[config.mk]
export PLATFORM = sky130hd
export DESIGN_NAME = fir_coeff_loader
export DESIGN_NICKNAME = d
export VERILOG_FILES = /design/src/rtl/fir_coeff_loader.sv
export SDC_FILE = /design/constraint.sdc
export NUM_CORES = 1
export LEC_CHECK = 0
export CAP_MARGIN = 20
export CORE_MARGIN = 3
export CORE_UTILIZATION = 50
export CTS_CLUSTER_SIZE = 12
export DETAILED_ROUTE_END_ITERATION = 7
export PLACE_DENSITY_LB_ADDON = 0.2
export SLEW_MARGIN = 20
export SYNTH_ARGS = -nofsm -noshare
export SYNTH_HDL_FRONTEND = slang
export SYNTH_SLANG_ARGS = --single-unit
[constraint.sdc]
create_clock -name clk -period 2.7 [get_ports clk]
set_input_delay 0.54 -clock clk [delete_from_list [all_inputs] [get_ports clk]]
set_output_delay 0.54 -clock clk [all_outputs]
set_load 0.01 [all_outputs]
[src/rtl/fir_coeff_loader.sv]
// -----------------------------------------------------------------------------
// fir_coeff_loader
//
// Upstream control stage for the 7-tap FIR. It takes framed bytes from the
// UART receiver, validates each frame and holds the accepted values in a
// pending register. Pending values reach the FIR only on sample_tick, so the
// coefficients never change in the middle of a sample.
//
// Frame formats:
//   coefficient frame : HDR_COEF, 14 data bytes (MSB first), XOR checksum
//   enable frame      : HDR_EN, one byte (8'h00 = bypass, 8'h01 = filter)
//
// Ports:
//   clk          system clock
//   reset        asynchronous reset, active low (0 = reset)
//   rx_data      received byte, valid while rx_valid is high
//   rx_valid     one-cycle byte strobe
//   sample_tick  FIR sample strobe; pending values are applied on it
//   eff          active coefficients, coeff1 in [111:96], coeff7 in [15:0]
//   en           active filter enable, 0 = bypass
//   busy         high while a frame is in progress
//   coeff_update one-cycle pulse after pending values are applied
//   frame_err    one-cycle pulse when a frame is rejected
// -----------------------------------------------------------------------------
module fir_coeff_loader #(
    parameter logic [111:0] DEFAULT_COEFF = 112'h0,
    parameter int unsigned  TIMEOUT       = 1000,
    parameter logic [7:0]   HDR_COEF      = 8'hA5,
    parameter logic [7:0]   HDR_EN        = 8'h5A
) (
    input  logic         clk,
    input  logic         reset,
    input  logic [7:0]   rx_data,
    input  logic         rx_valid,
    input  logic         sample_tick,
    output logic [111:0] eff,
    output logic         en,
    output logic         busy,
    output logic         coeff_update,
    output logic         frame_err
);

    localparam int unsigned GW = $clog2(TIMEOUT + 1);
    localparam logic [GW-1:0] GAP_LAST = GW'(TIMEOUT - 1);

    typedef enum logic [1:0] {
        IDLE,
        COEF,
        CSUM,
        ENA
    } state_t;

    state_t         state;
    logic [111:0]   shadow;
    logic [7:0]     csum;
    logic [3:0]     byte_idx;
    logic [GW-1:0]  gap;
    logic [111:0]   pend_coeff;
    logic           pend_c_flag;
    logic           pend_en;
    logic           pend_e_flag;

    assign busy = (state != IDLE);

    always_ff @(posedge clk or negedge reset) begin
        if (!reset) begin
            state        <= IDLE;
            shadow       <= '0;
            csum         <= '0;
            byte_idx     <= '0;
            gap          <= '0;
            pend_coeff   <= '0;
            pend_c_flag  <= 1'b0;
            pend_en      <= 1'b0;
            pend_e_flag  <= 1'b0;
            eff          <= DEFAULT_COEFF;
            en           <= 1'b0;
            coeff_update <= 1'b0;
            frame_err    <= 1'b0;
        end else begin
            frame_err    <= 1'b0;
            coeff_update <= 1'b0;

            // Apply whatever was committed before this edge. The frame logic
            // below is written later in the block, so a commit on the same
            // cycle re-sets its flag and waits for the following tick.
            if (sample_tick && (pend_c_flag || pend_e_flag)) begin
                if (pend_c_flag) begin
                    eff <= pend_coeff;
                end
                if (pend_e_flag) begin
                    en <= pend_en;
                end
                pend_c_flag  <= 1'b0;
                pend_e_flag  <= 1'b0;
                coeff_update <= 1'b1;
            end

            if (state != IDLE && !rx_valid) begin
                // Inter-byte gap; a byte on the expiry cycle takes the
                // other branch and is accepted.
                if (gap == GAP_LAST) begin
                    frame_err <= 1'b1;
                    state     <= IDLE;
                    shadow    <= '0;
                    csum      <= '0;
                    byte_idx  <= '0;
                    gap       <= '0;
                end else begin
                    gap <= gap + 1'b1;
                end
            end else begin
                gap <= '0;
                if (rx_valid) begin
                    case (state)
                        IDLE: begin
                            if (rx_data == HDR_COEF) begin
                                state    <= COEF;
                                byte_idx <= '0;
                                csum     <= '0;
                            end else if (rx_data == HDR_EN) begin
                                state <= ENA;
                            end
                        end
                        COEF: begin
                            // Shifting in from the bottom leaves byte 0 in
                            // [111:104] once all 14 bytes are in.
                            shadow <= {shadow[103:0], rx_data};
                            csum   <= csum ^ rx_data;
                            if (byte_idx == 4'd13) begin
                                state    <= CSUM;
                                byte_idx <= '0;
                            end else begin
                                byte_idx <= byte_idx + 4'd1;
                            end
                        end
                        CSUM: begin
                            if (rx_data == csum) begin
                                pend_coeff  <= shadow;
                                pend_c_flag <= 1'b1;
                            end else begin
                                frame_err <= 1'b1;
                            end
                            state <= IDLE;
                        end
                        ENA: begin
                            if (rx_data[7:1] == 7'd0) begin
                                pend_en     <= rx_data[0];
                                pend_e_flag <= 1'b1;
                            end else begin
                                frame_err <= 1'b1;
                            end
                            state <= IDLE;
                        end
                        default: state <= IDLE;
                    endcase
                end
            end
        end
    end

endmodule

Word-level counts from Yosys, hierarchy flattened
Index checks and enable logic that the tools add are counted.
Storage, ports and cells
  register bits: 366
  bits of input ports: 12
  output and inout port bits: 116
  word-level logic and storage cells: 88
Operators by class
  add/subtract/negate cells: 2
  equality and inequality tests: 12
  multiplexer cells: 41
  bitwise gates (word level): 2
  reduce and logical (&&, ||, !) cells: 18
Operator list (number)
  2-to-1 mux 112 bit: 4
  2-to-1 mux 8 bit: 4
  2-to-1 mux 10 bit: 2
  2-to-1 mux 4 bit: 5
  2-to-1 mux 1 bit: 16
  one-hot mux 8 bit (2 select lines): 1
  AND reduction 4 bit: 4
  2-to-1 mux 2 bit: 6
  adder 10 x 1 -> 10 bit, second input constant: 1
  equality test 10 bit, second input constant: 1
  equality test 8 x 7 -> 1 bit, second input constant: 1
  equality test 8 bit: 1
  equality test 8 bit, second input constant: 1
  one-hot mux 4 bit (2 select lines): 1
  bitwise XOR 8 bit: 1
  logical NOT 7 bit: 1
  != test 3 bit, second input constant: 2
  one-hot mux 2 bit (3 select lines): 1
  nonzero test 2 bit: 3
  adder 4 x 1 -> 4 bit, second input constant: 1
  equality test 2 bit, second input constant: 2
  equality test 4 bit, second input constant: 1
  != test 4 bit, second input constant: 1
  AND reduction 2 bit: 2
  11 further kinds: 12

Logic depth before layout (Yosys ltp)
Gate-level depths: netlist of the first run.
  word-level depth: 7
  mapped depth: 7
  mapped depth without buffers: 6

Worst setup path after synthesis of the first run
No wires, ideal clock.
  kind: in2reg
  start: input rx_data[4]
  end: register pend_coeff[100]
  setup time: 0.125 ns
  arrival: 2.158 ns
  data required time: 2.575 ns
  slack: 0.416 ns
  stages on the path: 7
  path through: xor2_1 or3_1 or4_1 buf_2 buf_6 buf_6 mux2_4
Between the ends
  longest elaborated chain between the ends: 2
Ends and longest elaborated chain
  start, declared: RTL line 33  | input logic [7:0] rx_data,
  equality test 8 bit: RTL line 138  | if (rx_data == csum) begin
  AND reduction 4 bit (no source line)
  end signal, assigned: RTL line 139  | pend_coeff <= shadow;
  end, declared: RTL line 58  | logic [111:0] pend_coeff;
No other way between the ends.
A chain may end at the register's enable or synchronous reset.

Worst setup path in the final report of the first run
  start: register state[0]
  end: output busy
Between the ends
  longest elaborated chain between the ends: 1
Ends and longest elaborated chain
  start, declared: RTL line 53  | state_t state;
  start signal, assigned: RTL line 67  | state <= IDLE;
  start signal, assigned: RTL line 104  | state <= IDLE;
  start signal, assigned: RTL line 118  | state <= COEF;
  nonzero test 2 bit: RTL line 63  | assign busy = (state != IDLE);
  end, declared: RTL line 38  | output logic busy,
No other way between the ends.

==> results of run 1 <==
[through the flow]
| stage | worst slack [ns] | std cells | utilization | power (mW) |
|---|---|---|---|---|
| after floorplan | 0.416 | 881 | - | 6.83 |
| after detailed placement | -0.0797 | 1356 | 0.582 | 7.39 |
| after global routing | 0.211 | 1416 | 0.625 | 12.7 |
| final | 0.294 | 1416 | 0.625 | 12.2 |
| after global placement | -0.0627 | 1356 | 0.582 | 7.35 |
| after CTS | 0.281 | 1416 | 0.625 | 12.3 |
[worst max-delay path, stage by stage (launching register included)]
cell and delay, ns:
dfrtp_1 0.45, nor2_1 0.27, inv_1 0.13, clkdlybuf4s50_1 0.50
[Yosys cell counts, types with 2 or more instances]
cell type / number / area [um^2]
a22o_1: 112 / 981
nand4_1: 3 / 18.8
inv_1: 7 / 26.3
buf_1: 5 / 18.8
or4_1: 2 / 15.0
buf_6: 8 / 90.1
nor2_1: 12 / 45.0
ha_1: 3 / 37.5
buf_2: 5 / 25.0
xor2_1: 3 / 26.3
mux2_2: 157 / 1770
nand2b_1: 9 / 56.3
clkbuf_1: 37 / 139
nand3_1: 6 / 30.0
or3_1: 3 / 18.8
mux2_4: 69 / 1040
a21oi_1: 11 / 55.1
dfrtp_1: 366 / 9160
a31oi_1: 12 / 75.1
nand2_1: 10 / 37.5
nor3_1: 6 / 30.0
o21ai_0: 4 / 20.0
xnor2_1: 13 / 114
o41ai_1: 2 / 17.5
and3b_1: 2 / 17.5
nor4_1: 2 / 12.5
[layer usage]
metal,track usage,routed length (um),part of all wire
met5,0,0,0
met4,0.0439,443,0.017
met3,0.0305,1100,0.042
met2,0.271,12200,0.46
met1,0.268,12700,0.48
[area by class of cell]
| class | instances | share of cell area |
|---|---|---|
| sequential | 366 | 0.539 |
| multi-input combinational | 452 | 0.266 |
| timing repair buffer | 158 | 0.0970 |
| clock buffer | 58 | 0.0683 |
| tap | 372 | 0.0274 |
| inverter | 8 | 0.00177 |
| clock inverter | 2 | 0.000589 |
[logic make-up after synthesis]
family / Yosys count / share of synthesized area
and+or+nand+nor: 59 / 0.0222
AOI/OAI and AO/OA: 148 / 0.0864
muxes: 226 / 0.201
xor gates and xnor gates: 16 / 0.0100
adders and majority gates: 3 / 0.00269
buffers and inverters: 63 / 0.0217
DFF: 366 / 0.656
[power by group through the flow]
stage               Combinational [mW]  Sequential (mW)  Clock, mW
global route                      1.29             6.17       5.24
CTS                               1.18             6.12       5.02
finish                            1.16             6.12       4.89
global placement                  1.15             6.21          0
floorplan                        0.746             6.08          0
detailed placement                1.17             6.22          0
[flip-flops by register name (all words and copies together), names as in the netlist]
signal	flops
eff	112
pend_coeff	112
shadow	112
gap	10
csum	8
byte_idx	4
state	2
coeff_update	1
en	1
frame_err	1
pend_c_flag	1
pend_e_flag	1
pend_en	1
[worst min-delay path by stage]
stage | startpoint | end | slack (ns) | cells past startpoint
6_report | reset | eff[100]$_DFFE_PN0P_ | 0.009 | 1
5_1_grt | reset | eff[93]$_DFFE_PN0P_ | 0.04 | 1
4_1_cts | reset | eff[92]$_DFFE_PN0P_ | 0.03 | 1
3_5_place_dp | gap[0]$_DFF_PN0_ | gap[0]$_DFF_PN0_ | 0.48 | 1
3_3_place_gp | gap[0]$_DFF_PN0_ | gap[0]$_DFF_PN0_ | 0.45 | 1
2_1_floorplan | reset | byte_idx[0]$_DFFE_PN0P_ | 0.24 | 0
==> summary.md, run 1 <==
| Metric | Value |
|---|---|
| DRC Markers | `0` |
| Vias per cell | `~5.4` |
| Design area | `0.0170 mm^2` |
| Pin count of the biggest net entering global routing | `79` |
| Seq pwr share | `0.503` |
| TritonCTS Buffers | `38` |
| Reg2reg end | `pend_coeff[50]$_DFFE_PN0P_` |
| Hold-fix buffers, CTS | `0` |
| Cell leakage power | `roughly 8.5 nW` |
| Clk_skew | `slightly below 0.01 ns` |
| Comb pwr share | `0.095` |
| Setup TNS | `0 ns` |
| Reg2reg start | `state[0]$_DFFE_PN0P_` |
| Tcrit/Tclk final | `0.891` |
| Total grt overflow | `0` |
| Reg-to-reg slack, setup | `0.50 ns` |
| Post-synth ARST share | `1.00` |
| Total number of vias | `7620` |
| Worst endpoint required time | `2.16 ns` |
| IO Count | `128` |
| Clock group share of total power | `0.402` |
| Hold Path Class | `primary input to asynchronous set/reset pin` |
| Hold Fails Final Rpt | `0` |
| PostCTS Resize Cnt | `0` |
| Clk slew on worst S/H paths | `0.06 ns` |
| Post-synth EDFFs | `0` |
| Crit path from | `state[0]$_DFFE_PN0P_` |
| DPL Wire Length | `17.0 mm` |
| 1st-iter DRT viols | `approximately 420` |
| Warnings, synthesis | `0` |
| Sequential cell area | `about 0.0092 mm^2` |
| Flops & latches, synth | `366` |
| PD cells | `about 720 mW/mm^2` |
| Initial Util | `0.514` |
| PortBufs | `roughly 130` |
| # rows | `60` |
| Layout cells sized above 1 | `0.300` |
| Core Region | `0.0272 mm^2` |
| VDD IR max | `0.617 mV` |
| GRT Overall Usage | `0.178` |
| Internal power | `9.19 mW` |
| Die H | `173 um` |
| Max Cap Violations | `0` |
| Max_slew headroom | `0.577` |
| Min cycle time layout | `around 2.4 ns` |
| Area growth syn-to-layout | `21.7%` |
| Worst-Skew Late Latency | `between 0.5 and 0.6 ns` |
| FF-to-FF path depth | `4` |
| # diodes | `0` |
| Net switching fraction of the power | `0.245` |
| Psw | `2.98 mW` |
| Synth Instances | `881` |
| Peak Freq | `between 400 and 500 MHz` |
| Main synth FF type | `dfrtp_1` |
| Die area | `0.0300 mm^2` |
| Layout fillers | `2074` |
| Crit. End Element | `primary output` |
| Commonest non-fill, non-tap cell in the layout | `dfrtp_1` |
| Vias in the first global route | `7688` |
| CP max FO | `8` |
| Postcts setup bufs | `0` |
| H-tree depth | `2` |
| Post-Syn Area | `roughly 0.014 mm^2` |
| Routability cong. | `0.763` |
| CP Launch Type | `flip-flop` |
| Dpl cell area | `0.0158 mm^2` |
| CTS tree | `built` |
| CTS root buf | `clkbuf_16` |
| Final setup violation count | `0` |
| Yosys cell types | `38` |
| First-pass GRT wire length | `43.6 mm` |
| Critical path capture point | `busy` |
| DR pass1 iterations | `4` |
| Register area share after synthesis | `0.656` |
| Syn avg cell area | `15.8 um^2` |
| Worst hold slack | `0.00914 ns` |
| RSZ-0062 raised after global routing | `no` |
| Outcome | `completed` |
| Arr. time, crit path | `between 1.5 and 2 ns` |
| Worst-margin pin slew | `0.635 ns` |
| Kind of critical path | `flip-flop to primary output` |
| Chip Width | `173 um` |
| Commonest non-fill, non-tap cells in the layout | `dfrtp_1, mux2_2, clkdlybuf4s50_1` |
| Clock Sinks | `366` |
| Post-Route WL | `~26 mm` |
| Wire length per cell | `18.7 um` |
| Mapped Nets | `about 900` |
| Nets | `1039` |
| Area of the multi-input gates | `0.00451 mm^2` |
| Max-slew violations | `0` |
| CTS Buffer Depth | `3` |
| Antenna-violating nets left | `0` |
| Initial antenna violation count | `0` |
(Power assumes the default switching activity.)
==> run 2: changes to the inputs <==
Clock period 2.7 ns to 2.1 ns, I/O delays scaled along.
==> run 2 against run 1 <==
The run now ends with setup timing left. Sequential cell count is the same. Global-route usage rose by 0.14 points. Via count is 0.88% higher. Wire length hardly changed. Clock power grew 32%. Cell count increased by 0.85%. Combinational power is 45% higher. Critical path type is now flip-flop to flip-flop. Largest cell class unchanged. Highest routed layer unchanged.
==> summary.md, run 2 (same netlist as run 1, synthesis figures left out) <==
| Metric | Value |
|---|---|
| Outcome | `finished, violations left` |
| Failing checks | `setup timing` |
| Worst endpoint required time | `2.48 ns` |
| Final WS setup | `-0.0609 ns` |
| Routability cong. | `about 0.77` |
| Initial antenna violation count | `0` |
| Slowest cell on crit path | `or4_4` |
| Final Non-Filler Cells | `about 1400` |
| Antenna-violating nets left | `0` |
| Peak Freq | `463 MHz` |
| Area growth syn-to-layout | `23.2%` |
| Core Region | `0.0272 mm^2` |
| # rows | `60` |
| Max-slew violations | `0` |
| CP max stage delay | `0.58 ns` |
| Wire length per cell | `18.5 um` |
| Nets | `1053` |
| Tcrit/Tclk final | `1.03` |
| H-tree depth | `2` |
| Total number of vias | `between 7000 and 8000` |
| VDD IR max | `0.633 mV` |
| Initial Util | `0.514` |
| DR pass1 iterations | `4` |
| Commonest non-fill, non-tap cell in the layout | `dfrtp_1` |
| TritonCTS Buffers | `38` |
| Die H | `173 um` |
| Pin count of the biggest net entering global routing | `78` |
| Design area | `0.0172 mm^2` |
| Vias in the first global route | `about 8000` |
| Final setup violation count | `between 90 and 100` |
| Kind of critical path | `flip-flop to flip-flop` |
| Worst-margin pin slew | `between 0.4 and 0.5 ns` |
| Post-layout util | `0.633` |
| Vias per cell | `5.38` |
| CTS Buffer Depth | `3` |
| Clk_skew | `0.0134 ns` |
| Die area | `0.0300 mm^2` |
| Commonest non-fill, non-tap cells in the layout | `dfrtp_1, mux2_2, clkdlybuf4s50_1` |
| Chip Width | `173 um` |
| Total power draw | `16.0 mW` |
| # diodes | `0` |
| Max Cap Violations | `0` |
| CP Cell Sequence | `xor2_1 -> or3_1 -> or4_4 -> buf_12 -> mux2_4` |
| Cell leakage power | `8.59 nW` |
| First-pass GRT wire length | `44.1 mm` |
| DRC Markers | `0` |
| IO Count | `128` |
| Layout fillers | `2036` |
| Clk slew on worst S/H paths | `0.06 ns` |
| Placed cells | `1369` |
| GRT Overall Usage | `0.179` |
| PD cells | `about 930 mW/mm^2` |
| Hold Fails Final Rpt | `0` |
| CTS root buf | `clkbuf_16` |
| Total grt overflow | `0` |
| 1st-iter DRT viols | `roughly 490` |
| Min cycle time layout | `around 2.2 ns` |
| Layout cells sized above 1 | `0.308` |
| RSZ-0062 raised after global routing | `yes` |
| Regs by FF count | `eff x112, pend_coeff x112, shadow x112` |
| Hold Path Class | `primary input to asynchronous set/reset pin` |
| Postcts setup bufs | `0` |
| Max_slew headroom | `0.722` |
| Arr. time, crit path | `between 2 and 3 ns` |
| Worst-Skew Late Latency | `0.51 ns` |
| PortBufs | `127` |
| DPL Wire Length | `17.4 mm` |
| CP max FO | `47` |
| CP Launch Type | `flip-flop` |
| Setup TNS | `-2.40 ns` |
| Dpl cell area | `0.0160 mm^2` |
| Clock Sinks | `366` |
| Post-Route WL | `26.4 mm` |
| Crit. End Element | `flip-flop` |
| CTS tree | `built` |
run 2: changes by cell type in the layout (fill, tap and decap cells not counted), moves of 2 or more:
| cell | change |
|---|---|
| clkbuf_8 | -2 |
| buf_12 | +7 |
| bufinv_16 | +2 |
| buf_4 | +6 |
run 2: final timing paths:
| path | end | slack, ns | cells past startpoint | from |
|---|---|---|---|---|
| setup / recovery | pend_coeff[51]$_DFFE_PN0P_ | -0.06 | 5 | csum[4]$_DFFE_PN0P_ |
| hold / removal | pend_coeff[93]$_DFFE_PN0P_ | 0.43 | 2 | reset |
| setup reg to reg | pend_coeff[51]$_DFFE_PN0P_ | -0.06 | 5 | csum[4]$_DFFE_PN0P_ |
| max in group asynchronous | eff[3]$_DFFE_PN0P_ | 0.90 | 3 | reset |
| hold reg to reg | gap[0]$_DFF_PN0_ | 0.48 | 1 | gap[0]$_DFF_PN0_ |
| min in group clk | gap[0]$_DFF_PN0_ | 0.48 | 1 | gap[0]$_DFF_PN0_ |
run 2: worst max-delay path, delay by kind of cell, from the launching register on:
family                    cells  cell delay [ns]
DFF                           1             0.38
buffers and inverters         1             0.25
and+or+nand+nor               2             0.90
xor gates and xnor gates      1             0.16
muxes                         1             0.32
run 2: what timing repair did:
action,in CTS,in global routing
endpoints found under the setup margin,98,111
hold buffers,1,0
resized for setup,1,0
hold endpoints to repair,40,0
run 2: where the power goes:
group	internal [mW]	switching, mW	total [mW]
Sequential	7.45	0.405	7.85
Combinational	0.751	0.930	1.68
Clock	3.93	2.52	6.45
run 2: final cells by class:
type | count | area [um^2] | area share
timing repair buffer | 172 | 1840 | 0.107
inverter | 8 | 30.0 | 0.00175
sequential | 366 | 9160 | 0.532
multi-input combinational | 452 | 4510 | 0.262
clock buffer | 55 | 1130 | 0.0656
tap | 372 | 465 | 0.0271
clock inverter | 3 | 65.1 | 0.00378
run 2: stage by stage:
stage	hold WS, ns	setup WS, ns
floorplan	0.124	-0.0525
global placement	0.372	-0.521
detailed placement	0.368	-0.525
CTS	0.427	-0.0538
global route	0.453	-0.104
finish	0.426	-0.0609
run 2: metal layers:
metal | track usage | up-vias | share of wire
met5 | 0 | - | 0
met4 | 0.0439 | 0 | 0.015
met3 | 0.0272 | 33 | 0.031
met2 | 0.286 | 135 | 0.48
met1 | 0.261 | 3978 | 0.48
li1 | - | 3541 | -
==> run 3: changes to the inputs <==
Settings changed: CAP_MARGIN 20 to 25, CORE_ASPECT_RATIO set to 0.6, TNS_END_PERCENT set to 100.
==> run 3 against run 2 <==
Cell area is 1.6% lower. Clock-buffer cell count decreased by 12. Clock power decreased by 14%. The run still ends with setup timing left. Combinational power about the same. Largest cell class unchanged.
==> summary.md, run 3 (same netlist as run 1, synthesis figures left out) <==
| Metric | Value |
|---|---|
| Outcome | `finished, violations left` |
| Failing checks | `setup timing` |
| PD cells | `around 890 mW/mm^2` |
| Antenna-violating nets left | `0` |
| Die H | `135 um` |
| Arr. time, crit path | `2.60 ns` |
| 1st-iter DRT viols | `456` |
| Reg-to-reg slack, setup | `-0.11 ns` |
| Max_slew headroom | `0.718` |
| Cell leakage power | `~8.5 nW` |
| Final setup violation count | `112` |
| Reg2reg end | `pend_coeff[89]$_DFFE_PN0P_` |
| Worst-Skew Late Latency | `between 0.5 and 0.6 ns` |
| CP max FO | `50` |
| Max-slew violations | `0` |
| GRT Overall Usage | `0.191` |
| DRC Markers | `0` |
| Kind of critical path | `flip-flop to flip-flop` |
| PortBufs | `127` |
| # rows | `46` |
| Die area | `0.0300 mm^2` |
| Commonest non-fill, non-tap cells in the layout | `dfrtp_1, mux2_2, clkdlybuf4s50_1` |
| Initial antenna violation count | `0` |
| Hold Path Class | `primary input to asynchronous set/reset pin` |
| Max Cap Violations | `0` |
| CP Launch Type | `flip-flop` |
| Min cycle time layout | `about 2.2 ns` |
| DR pass1 iterations | `5` |
| Top Family by Delay on Critical Path | `simple AND/OR/NAND/NOR gates` |
| DPL Wire Length | `18.6 mm` |
| Worst endpoint required time | `around 2.5 ns` |
| Pin count of the biggest net entering global routing | `84` |
| Tcrit/Tclk final | `1.05` |
| Initial Util | `0.518` |
| Clk_skew | `0.0137 ns` |
| WP buf/inv | `1` |
| Worst-margin pin slew | `about 0.42 ns` |
| Total grt overflow | `0` |
| Core Region | `between 0.02 and 0.03 mm^2` |
| Regs by FF count | `eff x112, pend_coeff x112, shadow x112` |
| # diodes | `0` |
| CTS root buf | `clkbuf_16` |
| CTS tree | `built` |
| Crit. End Element | `flip-flop` |
| Total number of vias | `7776` |
| Routability cong. | `0.755` |
| Clk slew on worst S/H paths | `roughly 0.06 ns` |
| IO Count | `128` |
| H-tree depth | `2` |
| Reg2reg start | `csum[4]$_DFFE_PN0P_` |
| Hold Fails Final Rpt | `0` |
| CTS Buffer Depth | `3` |
| Final WS setup | `-0.108 ns` |
| Wire length per cell | `20.0 um` |
| TritonCTS Buffers | `36` |
| Layout cells sized above 1 | `0.304` |
| CP max stage delay | `0.57 ns` |
| Pre-CTS setup slack | `-0.563 ns` |
| Clock Sinks | `roughly 370` |
| CP Cell Sequence | `xor2_1 -> or3_4 -> or4_4 -> buf_12 -> mux2_4` |
| Peak Freq | `453 MHz` |
| Chip Width | `222 um` |
| Post-Route WL | `28.1 mm` |
| Commonest non-fill, non-tap cell in the layout | `dfrtp_1` |
| Vias per cell | `5.54` |
| FF-to-FF path depth | `5` |
| First-pass GRT wire length | `45.9 mm` |
| Nets | `~1100` |
| Slowest cell on crit path | `or4_4` |
| Vias in the first global route | `around 8100` |
| Area growth syn-to-layout | `21.3%` |
| VDD IR max | `roughly 0.47 mV` |
| Total power draw | `between 15 and 20 mW` |
| RSZ-0062 raised after global routing | `yes` |
run 3: metal layers:
metal | track usage | share of wire | up-vias
met4 | 0.0412 | 0.013 | 0
met1 | 0.312 | 0.53 | 4060
li1 | - | - | 3527
met3 | 0.0372 | 0.048 | 29
met2 | 0.264 | 0.41 | 160
met5 | 0 | 0 | -
run 3: final cells by class:
type                       instances  area [um^2]
fill                            2055        10000
multi-input combinational        452         4520
timing repair buffer             174         1820
sequential                       366         9160
clock buffer                      43          948
inverter                           8         30.0
tap                              360          450
run 3: timing repair:
action	CTS	global route
resized for setup	2	4
cloned	0	0
hold buffers	1	0
endpoints found under the setup margin	113	113
hold endpoints to repair	28	0
buffers inserted	0	1
run 3: worst max path at each step:
stage	startpoint	cells past startpoint	end	slack, ns
3_5_place_dp	rx_valid	6	pend_coeff[89]$_DFFE_PN0P_	-0.56
5_1_grt	csum[4]$_DFFE_PN0P_	5	pend_coeff[89]$_DFFE_PN0P_	-0.14
3_3_place_gp	rx_data[4]	6	pend_coeff[100]$_DFFE_PN0P_	-0.55
2_1_floorplan	rx_data[4]	7	pend_coeff[42]$_DFFE_PN0P_	-0.05
4_1_cts	csum[4]$_DFFE_PN0P_	5	pend_coeff[89]$_DFFE_PN0P_	-0.11
6_report	csum[4]$_DFFE_PN0P_	5	pend_coeff[89]$_DFFE_PN0P_	-0.11
run 3: report_power, final:
group          internal, mW  total, mW  switching [mW]  leakage, nW
Clock                  3.14       5.53            2.39        0.463
Sequential             7.45       7.86           0.417         5.08
Combinational         0.723       1.66           0.934         2.91
Total                  11.3       15.0            3.74         8.46
run 3: stage by stage:
| stage | TNS, ns | cell area, um^2 | hold WS [ns] | instances | utilization |
|---|---|---|---|---|---|
| 2_1_floorplan | -3.54 | 14000 | 0.124 | 881 | - |
| 4_1_cts | -8.66 | 16900 | 0.400 | 1402 | 0.627 |
| 5_1_grt | -12.69 | 16900 | 0.430 | 1403 | 0.628 |
| 6_report | -7.34 | 16900 | 0.406 | 1403 | 0.628 |
| 3_5_place_dp | -66.41 | 15900 | 0.327 | 1358 | 0.592 |
| 3_3_place_gp | -65.49 | 15900 | 0.331 | 1358 | 0.592 |
